File: config.mk
export PLATFORM = sky130hd
export DESIGN_NAME = serial_add_ctrl_flat
export DESIGN_NICKNAME = d
export VERILOG_FILES = /design/src/rtl/serial_add_ctrl_if.sv /design/src/rtl/serial_add_ctrl.sv /design/src/flat_wrapper.sv
export SDC_FILE = /design/constraint.sdc
export NUM_CORES = 1
export LEC_CHECK = 0
export CAP_MARGIN = 20
export CORE_UTILIZATION = 54
export DETAILED_ROUTE_END_ITERATION = 7
export PLACE_DENSITY = 0.86
export SYNTH_ARGS = -nofsm -noshare
export SYNTH_HDL_FRONTEND = slang
export SYNTH_SLANG_ARGS = --single-unit
File: constraint.sdc
create_clock -name clk -period 4.25 [get_ports clk]
set_input_delay 1.0625 -clock clk [delete_from_list [all_inputs] [get_ports clk]]
set_output_delay 1.0625 -clock clk [all_outputs]
set_load 0.01 [all_outputs]
File: src/rtl/serial_add_ctrl_if.sv
// Host-side request/result bundle for the bit-serial add sequencer.
// The host drives the operands and start; the sequencer returns status and result.
interface serial_add_ctrl_if #(
  parameter int WIDTH = 8
);
  logic             start;
  logic [WIDTH-1:0] a_in;
  logic [WIDTH-1:0] b_in;
  logic             cin_in;
  logic             busy;
  logic             done;
  logic [WIDTH-1:0] sum_out;
  logic             cout_out;

  modport master (
    output start, a_in, b_in, cin_in,
    input  busy, done, sum_out, cout_out
  );

  modport slave (
    input  start, a_in, b_in, cin_in,
    output busy, done, sum_out, cout_out
  );
endinterface

File: src/rtl/serial_add_ctrl.sv
// Bit-serial operand sequencer for an external 1-bit full-adder cell: feeds one
// LSB-first bit pair per clock and assembles the returned sum bits into a result.
module serial_add_ctrl #(
  parameter int WIDTH = 8
) (
  input  logic                    clk,
  input  logic                    rst_n,
  serial_add_ctrl_if.slave        host,
  output logic                    fa_a,
  output logic                    fa_b,
  output logic                    fa_cin,
  input  logic                    fa_sum,
  input  logic                    fa_cout
);
  localparam int CNT_W = $clog2(WIDTH + 1);

  typedef enum logic [1:0] {
    ST_IDLE = 2'd0,
    ST_RUN  = 2'd1,
    ST_DONE = 2'd2
  } state_t;

  state_t           state_r;
  logic [WIDTH-1:0] a_sh_r;
  logic [WIDTH-1:0] b_sh_r;
  logic             c_reg_r;
  logic [CNT_W-1:0] cnt_r;
  // Only the upper WIDTH-1 sum bits need holding; the newest bit comes straight from the cell.
  logic [WIDTH-2:0] s_sh_r;
  logic [WIDTH-1:0] s_next_s;
  logic             busy_r;
  logic             done_r;
  logic [WIDTH-1:0] sum_out_r;
  logic             cout_out_r;
  logic             last_bit_s;

  assign s_next_s   = {fa_sum, s_sh_r};
  assign last_bit_s = (cnt_r == CNT_W'(WIDTH - 1));

  // The adder cell only ever sees register bits, so its inputs are glitch-free.
  assign fa_a   = a_sh_r[0];
  assign fa_b   = b_sh_r[0];
  assign fa_cin = c_reg_r;

  assign host.busy     = busy_r;
  assign host.done     = done_r;
  assign host.sum_out  = sum_out_r;
  assign host.cout_out = cout_out_r;

  // Sequencer FSM with operand shifters, carry register, bit counter and result registers.
  always_ff @(posedge clk or negedge rst_n) begin
    if (!rst_n) begin
      state_r    <= ST_IDLE;
      a_sh_r     <= {WIDTH{1'b0}};
      b_sh_r     <= {WIDTH{1'b0}};
      c_reg_r    <= 1'b0;
      cnt_r      <= {CNT_W{1'b0}};
      s_sh_r     <= {(WIDTH-1){1'b0}};
      busy_r     <= 1'b0;
      done_r     <= 1'b0;
      sum_out_r  <= {WIDTH{1'b0}};
      cout_out_r <= 1'b0;
    end else begin
      case (state_r)
        ST_IDLE: begin
          done_r <= 1'b0;
          if (host.start) begin
            a_sh_r  <= host.a_in;
            b_sh_r  <= host.b_in;
            c_reg_r <= host.cin_in;
            cnt_r   <= {CNT_W{1'b0}};
            busy_r  <= 1'b1;
            state_r <= ST_RUN;
          end else begin
            busy_r  <= 1'b0;
            state_r <= ST_IDLE;
          end
        end
        ST_RUN: begin
          // start is deliberately ignored here so in-flight operands stay intact.
          c_reg_r <= fa_cout;
          s_sh_r  <= s_next_s[WIDTH-1:1];
          a_sh_r  <= {1'b0, a_sh_r[WIDTH-1:1]};
          b_sh_r  <= {1'b0, b_sh_r[WIDTH-1:1]};
          cnt_r   <= cnt_r + CNT_W'(1);
          if (last_bit_s) begin
            sum_out_r  <= s_next_s;
            cout_out_r <= fa_cout;
            done_r     <= 1'b1;
            busy_r     <= 1'b0;
            state_r    <= ST_DONE;
          end else begin
            done_r     <= 1'b0;
            busy_r     <= 1'b1;
            state_r    <= ST_RUN;
          end
        end
        ST_DONE: begin
          done_r <= 1'b0;
          if (host.start) begin
            a_sh_r  <= host.a_in;
            b_sh_r  <= host.b_in;
            c_reg_r <= host.cin_in;
            cnt_r   <= {CNT_W{1'b0}};
            busy_r  <= 1'b1;
            state_r <= ST_RUN;
          end else begin
            busy_r  <= 1'b0;
            state_r <= ST_IDLE;
          end
        end
        default: begin
          busy_r  <= 1'b0;
          done_r  <= 1'b0;
          state_r <= ST_IDLE;
        end
      endcase
    end
  end
endmodule
File: src/flat_wrapper.sv
// flat-port wrapper written by rule: the top's interface ports become plain ports
module serial_add_ctrl_flat 
#(
  parameter int WIDTH = 8
)
  (clk, rst_n, fa_a, fa_b, fa_cin, fa_sum, fa_cout, host_start, host_a_in, host_b_in, host_cin_in, host_busy, host_done, host_sum_out, host_cout_out);
  serial_add_ctrl_if #(.WIDTH(WIDTH)) host_i ();
  input  logic clk;
  input  logic rst_n;
  output logic fa_a;
  output logic fa_b;
  output logic fa_cin;
  input  logic fa_sum;
  input  logic fa_cout;
  input wire logic [$bits(host_i.start)-1:0] host_start;
  input wire logic [$bits(host_i.a_in)-1:0] host_a_in;
  input wire logic [$bits(host_i.b_in)-1:0] host_b_in;
  input wire logic [$bits(host_i.cin_in)-1:0] host_cin_in;
  output wire logic [$bits(host_i.busy)-1:0] host_busy;
  output wire logic [$bits(host_i.done)-1:0] host_done;
  output wire logic [$bits(host_i.sum_out)-1:0] host_sum_out;
  output wire logic [$bits(host_i.cout_out)-1:0] host_cout_out;
  assign host_i.start = host_start;
  assign host_i.a_in = host_a_in;
  assign host_i.b_in = host_b_in;
  assign host_i.cin_in = host_cin_in;
  assign host_busy = host_i.busy;
  assign host_done = host_i.done;
  assign host_sum_out = host_i.sum_out;
  assign host_cout_out = host_i.cout_out;
  serial_add_ctrl #(.WIDTH(WIDTH)) u_core (.clk(clk), .rst_n(rst_n), .host(host_i), .fa_a(fa_a), .fa_b(fa_b), .fa_cin(fa_cin), .fa_sum(fa_sum), .fa_cout(fa_cout));
endmodule
## After elaboration in Yosys (flattened, before gate mapping)

Cells that the tools add are included.

- Flip-flop bits (word level): 41
- Input port bits: 22
- Output and inout port bits: 14

- Add/subtract/negate cells: 1
- Equality and inequality tests: 4
- Mux-type cells: 16
- Reduce and logical (&&, ||, !) cells: 5

Operators by type and width:

| kind | count |
|---|---|
| case mux 8 bit (2 select lines) | 2 |
| 2-to-1 mux 8 bit | 2 |
| case mux 4 bit (2 select lines) | 1 |
| 2-to-1 mux 1 bit | 6 |
| adder 4 x 1 -> 4 bit (second input constant) | 1 |
| == test 4 x 3 -> 1 bit (second input constant) | 1 |
| 2-to-1 mux 4 bit | 1 |
| case mux 1 bit (2 select lines) | 2 |
| case mux 2 bit (2 select lines) | 1 |
| AND reduction 2 bit | 2 |
| == test 2 x 1 -> 1 bit (second input constant) | 1 |
| == test 2 bit (second input constant) | 1 |
| zero test 2 bit | 1 |
| 2-to-1 mux 2 bit | 1 |
| != test 2 x 1 -> 1 bit (second input constant) | 1 |
| nonzero test 2 bit | 1 |
| OR reduction 2 bit | 1 |

## Depth between registers and ports, before layout

Gate-level depths: netlist (run 1).

- Depth after elaboration: 4
- Depth in mapped cells: 5

## Worst setup path after synthesis (run 1)

No wires, ideal clock.

- Kind: input to register
- From: in host_start
- To: reg u_core.a_sh_r[0]
- Data arrival time: 2,026 ps
- Setup slack: 2,100 ps
- Stages: 4
- Buffers on the path: 2
- Cell sequence: buf_2 > o21ai_2 > buf_6 > mux2_2

- Word-level cells in the longest chain between the ends: 2

RTL lines:

| what | line | source |
|---|---|---|
| from (decl) | flat_wrapper.sv:15 | `input wire logic [$bits(host_i.start)-1:0] host_start;` |
| != test 2 x 1 -> 1 bit (no source line) | n/a |  |
| AND reduction 2 bit (no source line) | n/a |  |
| to (signal assigned) | serial_add_ctrl.sv:54 | `a_sh_r <= {WIDTH{1'b0}};` |
| to (signal assigned) | serial_add_ctrl.sv:68 | `a_sh_r <= host.a_in;` |
| to (signal assigned) | serial_add_ctrl.sv:83 | `a_sh_r <= {1'b0, a_sh_r[WIDTH-1:1]};` |
| to (decl) | serial_add_ctrl.sv:24 | `logic [WIDTH-1:0] a_sh_r;` |

Every way passes these cells.
A chain may end at the register's enable or synchronous reset.

==> results of run 1 <==
## report_power, final
part           internal (mW)  switching [mW]
clock                 0.0811           0.120
sequential             0.552           0.129
combinational          0.388           0.195
## cells by family (layout without fill, tap and decap cells)
| group | after synthesis | in the layout |
|---|---|---|
| buffers and inverters | 8 | 45 |
| AND/OR/NAND/NOR | 11 | 11 |
| flip-flops | 40 | 40 |
| AO/OA/AOI/OAI | 10 | 10 |
| adder cells (fa/ha/maj) | 1 | 1 |
| multiplexers | 49 | 49 |
## stage by stage
| step | total power [mW] | area [um^2] | hold slack, ns | cells | setup slack, ns |
|---|---|---|---|---|---|
| after floorplan | 1.07 | 1750 | 0.474 | 119 | 2.10 |
| after global placement | 1.24 | 2120 | 0.482 | 192 | 1.43 |
| after detailed placement | 1.28 | 2120 | 0.489 | 192 | 1.36 |
| after CTS | 1.48 | 2180 | 0.514 | 200 | 1.17 |
| after global routing | 1.56 | 2180 | 0.525 | 200 | 1.03 |
| final | 1.46 | 2180 | 0.511 | 200 | 1.19 |
## sequential cells by signal, summed over array words and instances, names as in the netlist
signal,flops
u_core.a_sh_r,8
u_core.fa_cin,1
u_core.s_sh_r,7
u_core.host.sum_out,8
u_core.cnt_r,4
u_core.state_r,2
u_core.host.cout_out,1
u_core.b_sh_r,8
u_core.host.done,1
## final timing paths
check / slack [ns] / cells past startpoint / from / end
setup / recovery: 1.19 / 1 / u_core.state_r[0] / host_busy
hold / removal: 0.51 / 1 / u_core.b_sh_r[2] / u_core.b_sh_r[2]
setup reg to reg: 1.93 / 3 / u_core.state_r[0] / u_core.host.sum_out[4]
hold reg to reg: 0.51 / 1 / u_core.b_sh_r[2] / u_core.b_sh_r[2]
max in group asynchronous: 2.90 / 1 / rst_n / u_core.b_sh_r[4]
min in group asynchronous: 0.81 / 1 / rst_n / u_core.host.sum_out[4]
## area by class of cell
type | count | area share, %
inverters | 2 | 0.345
clock buffers | 7 | 2.53
multi-input cells | 71 | 32.5
well taps | 44 | 2.53
clock inverters | 1 | 0.345
repair buffers | 35 | 15.9
flip-flops and latches | 40 | 46.0
## cells in the final DEF (no fill, tap or decap), drive strengths merged
cell type / n
a21oi: 1
a22o: 2
and2b: 1
buf: 1
clkbuf: 7
clkdlybuf4s50: 34
clkinvlp: 1
dfrtp: 40
ha: 1
inv: 2
mux2: 47
mux2i: 2
nand2: 2
nand2b: 1
nand3: 2
nand4b: 1
nor2: 2
nor3: 2
o21ai: 4
o21ba: 1
o221ai: 1
o2bb2ai: 1
## per-layer routing
| metal | share of wire, % | wire, um | GRT usage (%) | vias to the layer above |
|---|---|---|---|---|
| li1 | - | - | - | 500 |
| met1 | 43 | 1240 | 22.0 | 531 |
| met2 | 51 | 1480 | 33.0 | 28 |
| met3 | 4.2 | 121 | 4.80 | 6 |
| met4 | 1.9 | 54 | 10.5 | 0 |
| met5 | 0 | 0 | 0 | - |
==> results.rst, run 1 <==
.. list-table::
   :header-rows: 1

   * - Metric
     - Value
   * - Status
     - finished clean
   * - Number of antenna violations at the first check in global routing
     - 0
   * - Top cell type by total area after synthesis
     - sky130_fd_sc_hd__dfrtp_1
   * - Total Nets Final
     - 178
   * - Post-route antenna net violation count
     - 0
   * - Top post-synthesis cells by count
     - sky130_fd_sc_hd__mux2_2 (47), sky130_fd_sc_hd__dfrtp_1 (40), sky130_fd_sc_hd__buf_2 (4)
   * - Type of the worst min-delay path
     - flop to flop
   * - Maximum frequency from static timing analysis
     - between 0.3 and 0.4 GHz
   * - PostCTS Resize Cnt
     - 0
   * - ANT cells
     - 0
   * - Flip-flop and latch area
     - 1000 um^2
   * - P per Cell Area
     - 672 nW/um^2
   * - Post-synthesis cell type count
     - 23
   * - XOR/XNOR Fraction of Synth Area
     - 0%
   * - Clock buffer depth
     - 2
   * - Row count
     - 20
   * - Final wirelength
     - 2890 um
   * - Residual DRC count
     - 0
   * - Post-CTS Hold Fix Bufs
     - 0
   * - Area of the multi-input gates
     - between 700 and 800 um^2
   * - Kind of launch point of the worst setup path
     - flop
   * - Total nets after synthesis
     - 142
   * - Average size of a mapped cell
     - 14.7 um^2
   * - Portion of synthesized cell area occupied by the leading cell type
     - 57.1%
   * - Leak pwr
     - roughly 0.9 nW
   * - Effective utilization at floorplan
     - 57.0%
   * - Clk Tree Root Cell
     - sky130_fd_sc_hd__clkbuf_4
   * - Final worst path period share
     - 72.0%
   * - Tightest Pin Transition
     - 0.927 ns
   * - Sequential cell area fraction in the yosys report
     - approximately 57%
   * - Global placer's final weighted congestion
     - 0.699
   * - Cell family with most CP delay
     - flip-flops
   * - Count of vias placed by the detailed router
     - around 1100
   * - Num CTS Buffers
     - 5
   * - I/O pin total
     - 36
   * - Largest vdd supply drop
     - 0.423 mV
   * - Crit path time final
     - 3.06 ns
   * - Synthesis Warnings
     - 0
   * - Worst max-slew margin expressed relative to the limit
     - 38.2%
   * - Main flop type after synthesis
     - sky130_fd_sc_hd__dfrtp_1
   * - Clock slew seen by the registers of the worst setup and hold paths
     - 0.12 ns
   * - Share of cells above drive strength 1
     - 37.8%
   * - Main combinational cell family by area after synthesis
     - multiplexers
   * - Multiplexer fraction of the synthesized cell area
     - between 30% and 40%
   * - CTS tree
     - done
   * - Via density per instance
     - around 5.3
   * - Die Wd
     - approximately 59 um
   * - Compound-Gate Fraction of Synth Area
     - 4.21%
   * - Layout-stage area growth over the synthesis result
     - 24.2%
   * - Adder and majority gate portion of the synthesized area
     - less than 1%
   * - Final slew viol count
     - 0
   * - Global-route wire length before repair
     - 4800 um
   * - Via count of the first global-routing pass
     - ~1100
   * - Clock sink total
     - 40
   * - Most instantiated library cell after synthesis
     - sky130_fd_sc_hd__mux2_2
   * - Vertical extent of the die
     - 59.0 um
   * - Wire length per cell
     - 14.5 um
   * - Full die area
     - 3480 um^2
   * - Clock Latency Late Sink
     - between 0.3 and 0.4 ns
   * - Netlist Area Pre-Place
     - 1750 um^2
   * - Count of final setup violators
     - 0
   * - GRT Overall Usage
     - 19.2%
   * - Start-to-end type of the worst setup path
     - flop to output pin
   * - CP Data Arrival Time
     - 2.00 ns
   * - Initial drt markers
     - 29
   * - Standard cell with the maximum stage delay on the critical path
     - sky130_fd_sc_hd__dfrtp_1
   * - Number of hold violations in the final report
     - 0
   * - Share of the core filled with cells
     - 70.8%
   * - Critical path cell sequence
     - clkdlybuf4s50_1
   * - Area fraction in and, or, nand and nor cells after synthesis
     - under 10%
   * - Crit-path max FO
     - 27
   * - Number of synthesized flops with an enable pin
     - 0
   * - Core outline area
     - between 3000 and 4000 um^2
   * - Crit path capture type
     - output pin
   * - Overflow after GRT
     - 0
   * - Post-CTS Setup Bufs
     - 0
   * - Synth async-reset ratio
     - 100%
   * - Worst path bufs/invs
     - 1
   * - Crit path largest cell delay
     - 0.97 ns
   * - Number of storage elements in the synthesis netlist
     - 40
   * - Pin count of the biggest net entering global routing
     - 41
   * - Top post-synthesis cells by area
     - sky130_fd_sc_hd__dfrtp_1 (57%), sky130_fd_sc_hd__mux2_2 (30%), sky130_fd_sc_hd__buf_2 (1.1%), sky130_fd_sc_hd__mux2i_1 (1.1%), sky130_fd_sc_hd__a22o_1 (1.0%)
   * - Count of buffers from port buffering
     - 35
   * - Unrepaired setup endpoints after global routing
     - false
   * - Maximum level of the CTS H-tree
     - 2
   * - DR pass1 iterations
     - 4
   * - Required time worst endpoint
     - 3.19 ns
   * - Post-Syn Instances
     - 119
   * - Max-Cap Viols
     - 0
   * - Fill cells
     - 219
   * - Half-perimeter wire length after placement
     - 2040 um
   * - Total Neg Setup Slack
     - 0 ns
   * - Clock Skews
     - 0.00826 ns
(Power assumes the default switching activity.)
==> run 2, diff against run 1 <==
--- a/config.mk
+++ b/config.mk
@@ -6,9 +6,9 @@
 export NUM_CORES = 1
 export LEC_CHECK = 0
 export CAP_MARGIN = 20
-export CORE_UTILIZATION = 54
+export CORE_UTILIZATION = 50
 export DETAILED_ROUTE_END_ITERATION = 7
-export PLACE_DENSITY = 0.86
+export PLACE_DENSITY = 0.8
 export SYNTH_ARGS = -nofsm -noshare
 export SYNTH_HDL_FRONTEND = slang
 export SYNTH_SLANG_ARGS = --single-unit
==> constraint.sdc (replaced) <==
create_clock -name clk -period 3.1 [get_ports clk]
set_input_delay 0.775 -clock clk [delete_from_list [all_inputs] [get_ports clk]]
set_output_delay 0.775 -clock clk [all_outputs]
set_load 0.01 [all_outputs]
==> results.rst, run 2 (synthesized netlist as in run 1, its figures left out) <==
.. list-table::
   :header-rows: 1

   * - Metric
     - Value
   * - Status
     - finished clean (unchanged)
   * - Initial drt markers
     - 31 (was 29)
   * - Clock Latency Late Sink
     - 0.34 ns (about the same)
   * - Worst r2r src
     - u_core.state_r[0] (unchanged)
   * - Standard cell with the maximum stage delay on the critical path
     - sky130_fd_sc_hd__clkdlybuf4s50_1 (was sky130_fd_sc_hd__dfrtp_1)
   * - Residual DRC count
     - 0 (unchanged)
   * - Start-to-end type of the worst setup path
     - input pin to flop (was flop to output pin)
   * - Crit path time final
     - 2.07 ns
   * - Pin count of the biggest net entering global routing
     - 41 (unchanged)
   * - DR pass1 iterations
     - 4 (unchanged)
   * - Share of the core filled with cells
     - 66.2% (was 70.8%)
   * - Leading cell type in the layout, fill and taps excluded
     - sky130_fd_sc_hd__mux2_2 (unchanged)
   * - Most used cells in the layout excluding fill and tap cells
     - sky130_fd_sc_hd__mux2_2 (47), sky130_fd_sc_hd__dfrtp_1 (40), sky130_fd_sc_hd__clkdlybuf4s50_1 (34) (unchanged)
   * - Global placer's final weighted congestion
     - 0.762 (was 0.699)
   * - Largest vdd supply drop
     - 0.505 mV (was 0.423 mV)
   * - Maximum frequency from static timing analysis
     - 0.483 GHz
   * - Clk Tree Root Cell
     - sky130_fd_sc_hd__clkbuf_4 (unchanged)
   * - Half-perimeter wire length after placement
     - 2110 um (was 2040 um)
   * - Final slew viol count
     - 0 (unchanged)
   * - Post-CTS Setup Bufs
     - 0 (unchanged)
   * - Worst Hold Launch
     - u_core.a_sh_r[1] (was u_core.b_sh_r[2])
   * - Crit path depth
     - 4 (was 1)
   * - ANT cells
     - 0 (unchanged)
   * - GRT Overall Usage
     - 17.8% (was 19.2%)
   * - Unrepaired setup endpoints after global routing
     - false (unchanged)
   * - Crit-path max FO
     - 12 (was 27)
   * - Tightest Pin Transition
     - 0.857 ns (was 0.927 ns)
   * - R2r worst-path depth
     - 4 (was 3)
   * - Share of cells above drive strength 1
     - 38.6% (was 37.8%)
   * - Wire length per cell
     - 14.2 um (was 14.5 um)
   * - Placement Cell Area
     - 2130 um^2 (was 2120 um^2)
   * - Full die area
     - 3750 um^2 (was 3480 um^2)
   * - PostCTS Resize Cnt
     - 0 (unchanged)
   * - Count of buffers from port buffering
     - 35 (unchanged)
   * - Post-CTS Hold Fix Bufs
     - 0 (unchanged)
   * - Kind of launch point of the worst setup path
     - input pin (was flop)
   * - Vertical extent of the die
     - 61.2 um (was 59.0 um)
   * - Clock buffer depth
     - 2 (unchanged)
   * - Overflow after GRT
     - 0 (unchanged)
   * - Layout-stage area growth over the synthesis result
     - 26.0% (was 24.2%)
   * - Required time worst endpoint
     - 3.32 ns (was 3.19 ns)
   * - Num CTS Buffers
     - 5 (unchanged)
   * - Die Wd
     - 61.2 um (was 59.0 um)
   * - Crit path largest cell delay
     - 0.54 ns (was 0.97 ns)
   * - Critical path cell sequence
     - clkdlybuf4s50_1 -> o21ai_2 -> buf_4 -> mux2_2 (was clkdlybuf4s50_1)
   * - Max-Cap Viols
     - 0 (unchanged)
   * - Worst max-slew margin expressed relative to the limit
     - 42.9% (was 38.2%)
   * - CTS tree
     - done (unchanged)
   * - Final worst path period share
     - 66.8%
   * - Row count
     - 21 (was 20)
   * - Maximum level of the CTS H-tree
     - 2 (unchanged)
   * - Via density per instance
     - 5.15 (was 5.33)
   * - Number of antenna violations at the first check in global routing
     - 0 (unchanged)
   * - Effective utilization at floorplan
     - 52.6% (was 57.0%)
   * - CP Data Arrival Time
     - 2.29 ns (was 2.00 ns)
   * - Core outline area
     - 3340 um^2 (was 3080 um^2)
   * - Type of the worst min-delay path
     - flop to flop (unchanged)
   * - Clock Skews
     - 0.0130 ns (was 0.00826 ns)
   * - I/O pin total
     - 36 (unchanged)
   * - Crit path launch
     - host_start (was u_core.state_r[0])
   * - Count of vias placed by the detailed router
     - 1051 (was 1065)
   * - Number of hold violations in the final report
     - 0 (unchanged)
   * - P per Cell Area
     - 940 nW/um^2 (was 672 nW/um^2)
   * - Leak pwr
     - 0.945 nW (was 0.925 nW)
   * - Total Neg Setup Slack
     - 0 ns (unchanged)
   * - Cell depth of the worst hold path
     - 1 (unchanged)
   * - Total Nets Final
     - 180 (was 178)
   * - Count of final setup violators
     - 0 (unchanged)
   * - Finished layout cell area
     - 2210 um^2 (was 2180 um^2)
   * - Global-route wire length before repair
     - 4740 um (was 4800 um)
   * - Clock slew seen by the registers of the worst setup and hold paths
     - 0.10 ns (was 0.12 ns)
   * - Cell family with most CP delay
     - buffers and inverters (was flip-flops)
   * - Via count of the first global-routing pass
     - 1088 (was 1098)
   * - Crit path capture type
     - flop (was output pin)
   * - Worst hold margin
     - 0.511 ns (about the same)
   * - Final wirelength
     - 2900 um (was 2890 um)
   * - Clock sink total
     - 40 (unchanged)
   * - Worst path bufs/invs
     - 2 (was 1)
   * - Post-route antenna net violation count
     - 0 (unchanged)
-- run 2: routing by layer --
layer,part of all wire [%],GRT usage [%]
met5,0,0
met3,2.8,4.41
met1,44,22.0
met4,1.6,7.79
met2,52,29.7
-- run 2: layout make-up --
class                   count  area, um^2
clock inverters             2        35.0
repair buffers             37         360
clock buffers               6        41.3
flip-flops and latches     40        1000
multi-input cells          71         707
inverters                   2        7.51
well taps                  46        57.6
fillers                   245        1130
-- run 2: power by group --
group          internal, mW  switching (mW)  total [mW]
combinational         0.541           0.311       0.853
sequential            0.758           0.139       0.898
clock                 0.169           0.157       0.326
total                  1.47           0.608        2.08
-- run 2: metrics by stage --
step                cells  power, mW  setup WS, ns
finish                204       2.08          1.03
global placement      196       1.72         0.722
floorplan             119       1.46          1.24
global route          204       2.22         0.984
CTS                   204       2.10          1.02
detailed placement    196       1.78         0.669
-- run 2: worst paths after layout --
kind	to	slack, ns
setup / recovery	u_core.a_sh_r[2]	1.03
hold / removal	u_core.a_sh_r[1]	0.51
setup reg to reg	u_core.host.sum_out[3]	1.24
hold reg to reg	u_core.a_sh_r[1]	0.51
max in group asynchronous	u_core.a_sh_r[4]	2.02
min in group asynchronous	u_core.cnt_r[2]	0.53
==> run 3, diff against run 2 <==
--- a/config.mk
+++ b/config.mk
@@ -6,9 +6,9 @@
 export NUM_CORES = 1
 export LEC_CHECK = 0
 export CAP_MARGIN = 20
-export CORE_UTILIZATION = 50
+export CORE_UTILIZATION = 45
 export DETAILED_ROUTE_END_ITERATION = 7
-export PLACE_DENSITY = 0.8
+export PLACE_DENSITY = 0.76
 export SYNTH_ARGS = -nofsm -noshare
 export SYNTH_HDL_FRONTEND = slang
 export SYNTH_SLANG_ARGS = --single-unit
==> constraint.sdc (replaced) <==
create_clock -name clk -period 1.9 [get_ports clk]
set_input_delay 0.475 -clock clk [delete_from_list [all_inputs] [get_ports clk]]
set_output_delay 0.475 -clock clk [all_outputs]
set_load 0.01 [all_outputs]
==> results.rst, run 3 (synthesized netlist as in run 1, its figures left out) <==
.. list-table::
   :header-rows: 1

   * - Metric
     - Value
   * - Kind of launch point of the worst setup path
     - flop (was input pin)
   * - Standard cell with the maximum stage delay on the critical path
     - sky130_fd_sc_hd__nor3_4 (was sky130_fd_sc_hd__clkdlybuf4s50_1)
   * - Clock sink total
     - 40 (unchanged)
   * - Worst r2r src
     - u_core.cnt_r[1] (was u_core.state_r[0])
   * - Crit-path max FO
     - 10 (was 12)
   * - Maximum level of the CTS H-tree
     - 2 (unchanged)
   * - Clk Tree Root Cell
     - sky130_fd_sc_hd__clkbuf_8 (was sky130_fd_sc_hd__clkbuf_4)
   * - Tightest Pin Transition
     - 0.490 ns (was 0.857 ns)
   * - CP Data Arrival Time
     - 1.87 ns (was 2.29 ns)
   * - Row count
     - 22 (was 21)
   * - PostCTS Resize Cnt
     - 0 (unchanged)
   * - Required time worst endpoint
     - 2.07 ns (was 3.32 ns)
   * - Worst path bufs/invs
     - 0 (was 2)
   * - Num CTS Buffers
     - 5 (unchanged)
   * - Wire length per cell
     - 14.4 um (was 14.2 um)
   * - DR pass1 iterations
     - 4 (unchanged)
   * - Type of the worst min-delay path
     - input pin to async pin (was flop to flop)
   * - Final slew viol count
     - 0 (unchanged)
   * - Count of vias placed by the detailed router
     - 1076 (was 1051)
   * - Count of final setup violators
     - 0 (unchanged)
   * - Half-perimeter wire length after placement
     - 2070 um (was 2110 um)
   * - Share of cells above drive strength 1
     - 39.1% (was 38.6%)
   * - Number of hold violations in the final report
     - 0 (unchanged)
   * - Overflow after GRT
     - 0 (unchanged)
   * - R2r worst-path depth
     - 4 (unchanged)
   * - Clock Skews
     - 0.00478 ns (was 0.0130 ns)
   * - Initial drt markers
     - 34 (was 31)
   * - Count of buffers from port buffering
     - 35 (unchanged)
   * - Unrepaired setup endpoints after global routing
     - false (unchanged)
   * - Maximum frequency from static timing analysis
     - 0.589 GHz
   * - Final wirelength
     - 3000 um (was 2900 um)
   * - Via count of the first global-routing pass
     - 1127 (was 1088)
   * - Residual DRC count
     - 0 (unchanged)
   * - Effective utilization at floorplan
     - 47.6% (was 52.6%)
   * - Clock buffer depth
     - 2 (unchanged)
   * - Cell family with most CP delay
     - simple AND/OR/NAND/NOR gates (was buffers and inverters)
   * - Status
     - finished clean (unchanged)
   * - Tot Pwr
     - 3.46 mW (was 2.08 mW)
   * - CTS tree
     - done (unchanged)
   * - Crit path time final
     - roughly 1.7 ns
   * - Clock slew seen by the registers of the worst setup and hold paths
     - 0.07 ns (was 0.10 ns)
   * - P per Cell Area
     - 1530 nW/um^2 (was 940 nW/um^2)
   * - Post-CTS Setup Bufs
     - 0 (unchanged)
   * - Largest vdd supply drop
     - 0.829 mV (was 0.505 mV)
   * - Dpl cells
     - 201 (was 196)
   * - Final worst path period share
     - about 89%
   * - Post-CTS Hold Fix Bufs
     - 0 (unchanged)
   * - Pin count of the biggest net entering global routing
     - 41 (unchanged)
   * - Crit path largest cell delay
     - 0.46 ns (was 0.54 ns)
   * - Crit path launch
     - u_core.cnt_r[1] (was host_start)
   * - Slack of the worst reg-to-reg path
     - 0.20 ns (was 1.24 ns)
   * - Fill cells
     - 285 (was 245)
   * - Max-Cap Viols
     - 0 (unchanged)
   * - Clock Latency Late Sink
     - 0.29 ns (was 0.34 ns)
   * - Via density per instance
     - 5.15 (about the same)
   * - Layout-stage area growth over the synthesis result
     - 28.9% (was 26.0%)
   * - Global-route wire length before repair
     - 5100 um (was 4740 um)
   * - ANT cells
     - 0 (unchanged)
   * - Total Nets Final
     - 183 (was 180)
   * - Start-to-end type of the worst setup path
     - flop to flop (was input pin to flop)
   * - I/O pin total
     - 36 (unchanged)
   * - Critical path cell sequence
     - ha_1 -> nand2_1 -> nor3_4 -> mux2_2 (was clkdlybuf4s50_1 -> o21ai_2 -> buf_4 -> mux2_2)
   * - Core outline area
     - 3690 um^2 (was 3340 um^2)
   * - Crit path capture type
     - flop (unchanged)
   * - GRT Overall Usage
     - 16.4% (was 17.8%)
   * - Vertical extent of the die
     - 64.4 um (was 61.2 um)
   * - Number of antenna violations at the first check in global routing
     - 0 (unchanged)
   * - Crit path depth
     - 4 (unchanged)
   * - Finished layout cell area
     - 2260 um^2 (was 2210 um^2)
   * - Share of the core filled with cells
     - 61.3% (was 66.2%)
   * - Die Wd
     - 64.4 um (was 61.2 um)
   * - Total Neg Setup Slack
     - 0 ns (unchanged)
   * - Placement Cell Area
     - 2170 um^2 (was 2130 um^2)
   * - Most used cells in the layout excluding fill and tap cells
     - sky130_fd_sc_hd__mux2_2 (47), sky130_fd_sc_hd__dfrtp_1 (40), sky130_fd_sc_hd__clkdlybuf4s50_1 (34) (unchanged)
   * - Post-route antenna net violation count
     - 0 (unchanged)
   * - Leading cell type in the layout, fill and taps excluded
     - sky130_fd_sc_hd__mux2_2 (unchanged)
   * - Worst max-slew margin expressed relative to the limit
     - 67.3% (was 42.9%)
   * - Full die area
     - 4150 um^2 (was 3750 um^2)
   * - Destination of the worst register-to-register timing path
     - u_core.host.sum_out[1] (was u_core.host.sum_out[3])
   * - Final non-filler cell total
     - 209 (was 204)
   * - Leak pwr
     - 0.966 nW (was 0.945 nW)
   * - Global placer's final weighted congestion
     - 0.721 (was 0.762)
-- run 3: cell count changes in the layout (fill, tap and decap cells not counted) --
cell,before,now
sky130_fd_sc_hd__buf_4,2,4
sky130_fd_sc_hd__bufinv_16,1,0
sky130_fd_sc_hd__clkbuf_8,0,6
sky130_fd_sc_hd__clkinv_2,1,0
sky130_fd_sc_hd__buf_12,0,1
sky130_fd_sc_hd__clkbuf_4,5,0
sky130_fd_sc_hd__clkbuf_1,1,2
-- run 3: per-stage QoR --
| stage | hold slack [ns] | setup WS, ns |
|---|---|---|
| finish | 0.227 | 0.203 |
| global route | 0.270 | 0.0948 |
| CTS | 0.246 | 0.172 |
| detailed placement | 0.491 | 0.143 |
| global placement | 0.482 | 0.171 |
| floorplan | 0.179 | 0.337 |
-- run 3: worst max path at each step --
stage | to | slack, ns
6_report | u_core.host.sum_out[1] | 0.20
5_1_grt | u_core.host.sum_out[2] | 0.09
4_1_cts | u_core.host.sum_out[1] | 0.17
3_5_place_dp | u_core.b_sh_r[6] | 0.14
3_3_place_gp | u_core.a_sh_r[5] | 0.17
2_1_floorplan | u_core.a_sh_r[0] | 0.34
-- run 3: area by class of cell --
type	instances	area [um^2]	share of cell area (%)
inverters	2	7.51	0.332
multi-input cells	71	707	31.3
flip-flops and latches	40	1000	44.3
repair buffers	40	395	17.5
clock buffers	8	90.1	3.98
well taps	48	60.1	2.66
-- run 3: worst register-to-register path, delay by kind of cell (launching register included) --
kind,cells,cell delay [ns]
DFF,1,0.39
muxes,1,0.40
adders and majority gates,1,0.20
and+or+nand+nor,2,0.60
-- run 3: report_power, final --
group / switching, mW / internal (mW)
Clock: 0.269 / 0.296
Sequential: 0.227 / 1.24
Combinational: 0.512 / 0.914
Total: 1.01 / 2.45
-- run 3: layer usage --
layer	wire length, um	track usage, %
met1	1320	20.7
met5	0	0
met4	38	5.00
met3	119	5.28
met2	1530	26.7
